`src/rtl/register_file_param.sv`:
```
// register_file_param
//
// Parametrised register file: one decoded write port, two registered read
// ports with optional write-first forwarding, and a clear sequencer that
// zeroes one entry per cycle after a clr_req.
//
// Ports:
//   clk            single clock, all state on the rising edge
//   reset          synchronous, active-high
//   we/wAddr/wData write port
//   rAddr0/rAddr1  read addresses; rData0/rData1 valid one cycle later
//   clr_req        start a clear sweep (ignored while one is running)
//   busy           clear sweep in progress (writes are masked)
//   wEn            one-hot write strobe applied this cycle (combinational)

module register_file_param #(
    parameter int unsigned DATA_WIDTH = 32,
    parameter int unsigned ADDR_WIDTH = 3,
    parameter bit          BYPASS     = 1'b1,
    localparam int unsigned DEPTH     = 2 ** ADDR_WIDTH
) (
    input  logic                  clk,
    input  logic                  reset,
    input  logic                  we,
    input  logic [ADDR_WIDTH-1:0] wAddr,
    input  logic [DATA_WIDTH-1:0] wData,
    input  logic [ADDR_WIDTH-1:0] rAddr0,
    input  logic [ADDR_WIDTH-1:0] rAddr1,
    input  logic                  clr_req,
    output logic [DATA_WIDTH-1:0] rData0,
    output logic [DATA_WIDTH-1:0] rData1,
    output logic                  busy,
    output logic [DEPTH-1:0]      wEn
);

    typedef enum logic {StIdle, StClear} state_e;

    state_e                state_q, state_d;
    logic [ADDR_WIDTH-1:0] ptr_q, ptr_d;
    logic [DATA_WIDTH-1:0] mem_q [DEPTH];
    logic [DATA_WIDTH-1:0] mem_d [DEPTH];
    logic [DATA_WIDTH-1:0] rdata0_q, rdata0_d;
    logic [DATA_WIDTH-1:0] rdata1_q, rdata1_d;

    // FSM state register
    always_ff @(posedge clk) begin
        if (reset) begin
            state_q <= StIdle;
            ptr_q   <= '0;
        end else begin
            state_q <= state_d;
            ptr_q   <= ptr_d;
        end
    end

    // FSM next state: clr_req is only looked at in idle, so it can never
    // restart or stretch a sweep already in progress.
    always_comb begin
        state_d = state_q;
        ptr_d   = ptr_q;
        unique case (state_q)
            StIdle: begin
                if (clr_req) begin
                    state_d = StClear;
                    ptr_d   = '0;
                end
            end
            StClear: begin
                ptr_d = ptr_q + ADDR_WIDTH'(1);
                if (ptr_q == ADDR_WIDTH'(DEPTH - 1)) begin
                    state_d = StIdle;
                end
            end
            default: state_d = StIdle;
        endcase
    end

    // FSM outputs
    always_comb begin
        busy = 1'b0;
        unique case (state_q)
            StIdle:  busy = 1'b0;
            StClear: busy = 1'b1;
            default: busy = 1'b0;
        endcase
    end

    // Write decode, masked while the sweep owns the array
    always_comb begin
        wEn = '0;
        for (int i = 0; i < int'(DEPTH); i++) begin
            wEn[i] = we && !busy && (wAddr == ADDR_WIDTH'(i));
        end
    end

    // Post-edge array contents; also the forwarding source for bypass reads
    always_comb begin
        for (int i = 0; i < int'(DEPTH); i++) begin
            mem_d[i] = mem_q[i];
            if (wEn[i]) begin
                mem_d[i] = wData;
            end
            if (busy && (ptr_q == ADDR_WIDTH'(i))) begin
                mem_d[i] = '0;
            end
        end
    end

    // Bypass reads the value being committed this edge, otherwise the old one
    always_comb begin
        rdata0_d = BYPASS ? mem_d[rAddr0] : mem_q[rAddr0];
        rdata1_d = BYPASS ? mem_d[rAddr1] : mem_q[rAddr1];
    end

    // Storage and read registers
    always_ff @(posedge clk) begin
        if (reset) begin
            for (int i = 0; i < int'(DEPTH); i++) begin
                mem_q[i] <= '0;
            end
            rdata0_q <= '0;
            rdata1_q <= '0;
        end else begin
            mem_q    <= mem_d;
            rdata0_q <= rdata0_d;
            rdata1_q <= rdata1_d;
        end
    end

    assign rData0 = rdata0_q;
    assign rData1 = rdata1_q;

endmodule
```
`config.mk`:
```
export PLATFORM = sky130hd
export DESIGN_NAME = register_file_param
export DESIGN_NICKNAME = d
export VERILOG_FILES = /design/src/rtl/register_file_param.sv
export SDC_FILE = /design/constraint.sdc
export NUM_CORES = 1
export LEC_CHECK = 0
export BUFFER_PORTS_ARGS = -buffer_cell sky130_fd_sc_hd__buf_4
export CELL_PAD_IN_SITES_DETAIL_PLACEMENT = 1
export CELL_PAD_IN_SITES_GLOBAL_PLACEMENT = 1
export CORE_AREA = 2 2 182 184
export CTS_CLUSTER_SIZE = 40
export DETAILED_ROUTE_END_ITERATION = 6
export DIE_AREA = 0 0 184 186
export PLACE_DENSITY_LB_ADDON = 0.1
export SYNTH_ARGS = -nofsm -noshare
export SYNTH_HDL_FRONTEND = slang
export SYNTH_SLANG_ARGS = --single-unit
```
`constraint.sdc`:
```
create_clock -name clk -period 2.4 [get_ports clk]
set_input_delay 0.24 -clock clk [delete_from_list [all_inputs] [get_ports clk]]
set_output_delay 0.24 -clock clk [all_outputs]
set_load 0.005 [all_outputs]
```
==> run summary <==
Reg clk slew, reported paths - 60 ps
Die Span Y - 186 um
CTS tree - yes
RSZ-0062 raised after global routing - false
DRT iter0 DRCs - 875
slowest cell on the critical path - or3_4
pwr/cell area - 748 nW/um2
total power - 12.8 mW
Setup crit end kind - output pin
IO Pins - 118
drt pass-1 iters - 6
post-DP HPWL - 31.8 mm
synth unique cells - 32
commonest non-fill, non-tap cell in the layout - nor2_1
DIE WIDTH - 184 um
H-tree depth - 2
flops & latches, synth - 324
Met3 Wirelength - 2.93 mm
worst hold path class - in -> reg
total track usage - 30.8%
core area - 32200 um2
maximum clock path buffer count - 3
most frequent cells in the layout - nor2_1 (327), dfxtp_1 (324), mux2i_1 (222)
Inserted Diodes - 0
via/cell ratio - 6.14
Mapped Area - 14600 um2
worst hold slack - 38.5 ps
CTS buffer count - 37
max incr delay on CP - 500 ps
hold buffers post-CTS - 0
vias in the first global route - 13100
Initial Util - 45.3%
Synth Net Count - 1638
EDFF count, synth - 0
Worst Clk Skew - 12.6 ps
Max Cap Violations - 0
Final Hold Viols - 0
Mapped Cells - 1587
via count - 12800
critical path data arrival time - 1990 ps
Residual DRC - 0
Final Setup Violations - 0
leakage power - 6.81 nW
Synth top area share - 44.5%
ratio of cells with drive above 1 in the final layout - 16.8%
critical path fanouts, max - 12
Max Slew Vio Count - 0
Post-CTS Resized - 0
routed length on met2 - 24.3 mm
post-synthesis sequential area ratio - 44.5%
first-pass GRT wire length - 79.5 mm
post-route ant nets - 0
clock latency at the later pin of the worst-skew pair - 530 ps
Synth area leaders - dfxtp_1 (44%), mux2i_1 (15%), nor2_1 (8.4%)
Root Driver - clkbuf_16
crit-path leading delay family - simple AND/OR/NAND/NOR gates
Final Critical Period - 2230 ps
post-synthesis async set-or-reset flop share - 0%
I/O Buffers - 117
Syn Area/Cell - 9.19 um2
status - complete, no violations
initial antenna violation count - 0
Post-layout nets - 1694
row cnt - 66
top sig layer - met4
Area Overhead vs Synth - 17.4%
Final Util - 53.2%
postcts setup bufs - 0
die area - 34200 um2
Buf+Inv Stages, Crit Path - 3
total grt overflow - 0
WL final - 52.8 mm
Slew @ Worst Pin - 661 ps
cell taking the most area after synthesis - dfxtp_1
Sink Count - 324
setup tns final - 0 ps
WL/cell - 25.4 um
CP Data Required Time - 2160 ps
fin crit share - 93.0%
Max-slew headroom - 55.9%
GPL Wtd Cong - 0.821
Critical Path Source Type - flop
dominant synthesized flop cell - dfxtp_1
pin count of the biggest net entering global routing - 50
critical path class - reg -> out
cell chain of the critical path - nand3b_4 -> or3_4 -> buf_12 -> inv_1 -> buf_4
WL met1 - 24.1 mm
maximum vdd drop - 572 uV
fmax - 0.448 GHz
YS warnings - 0
-- metal layers --
metal | vias to the layer above | track usage, %
met2 | 448 | 50.7
li1 | 5798 | -
met3 | 105 | 3.66
met1 | 6404 | 41.9
met5 | - | 0
met4 | 0 | 10.8
-- power by group --
group	total (mW)	switching [mW]	internal [mW]
clock network	5.85	2.28	3.57
registers	5.55	0.0485	5.51
logic	1.41	0.931	0.479
-- cells in the mapped netlist, types with 6 or more instances --
| master | n |
|---|---|
| o22ai_1 | 192 |
| inv_1 | 8 |
| nor2_1 | 327 |
| clkbuf_1 | 87 |
| buf_2 | 45 |
| mux2i_1 | 222 |
| nor3_1 | 130 |
| mux2i_4 | 29 |
| mux2i_2 | 6 |
| dfxtp_1 | 324 |
| buf_4 | 11 |
| nand2b_1 | 11 |
| ha_1 | 6 |
| a211oi_1 | 64 |
| nand2_1 | 16 |
| o21ai_0 | 64 |
| buf_1 | 7 |
| buf_6 | 9 |
-- flip-flops by register name, summed over array words and instances, names as in the netlist --
register  flops
rData0       32
rData1       32
mem_q       256
ptr_q         3
state_q       1
-- area by class of cell --
cell class              count  area (um2)
inverters                   8        30.0
repair buffers            182        1620
clock inverters             8         119
clock buffers              58        1140
multi-input cells        1090        7230
flip-flops and latches    324        6490
fillers                  3658       15100
well taps                 408         510
-- kinds of logic after synthesis --
logic type | synth area share (%)
AO/OA/AOI/OAI | 13.8
adder cells (fa/ha/maj) | 0.515
buffers and inverters | 6.15
flip-flops | 44.5
multiplexers | 20.3
AND/OR/NAND/NOR | 14.8
-- tightest hold or removal path, stage by stage --
cell    delay (ps)
buf_4          130
o31a_1         120
nor2_1          30
-- final timing paths --
| kind | from | end | slack, ps | cells after the start |
|---|---|---|---|---|
| worst max-delay path | state_q | wEn[4] | 170 | 5 |
| worst min-delay path | clr_req | ptr_q[2] | 40 | 3 |
| worst max register to register | state_q | rData0[21] | 200 | 8 |
| worst min register to register | mem_q[58] | mem_q[58] | 510 | 2 |
-- per-stage QoR --
stage	setup slack (ps)	instances	cell area, um2
finish	168	2078	17100
detailed placement	120	2012	15900
global route	13.2	2078	17100
floorplan	536	1587	14600
global placement	176	2012	15900
CTS	152	2078	17100
Power figures use the tool's default switching activity.
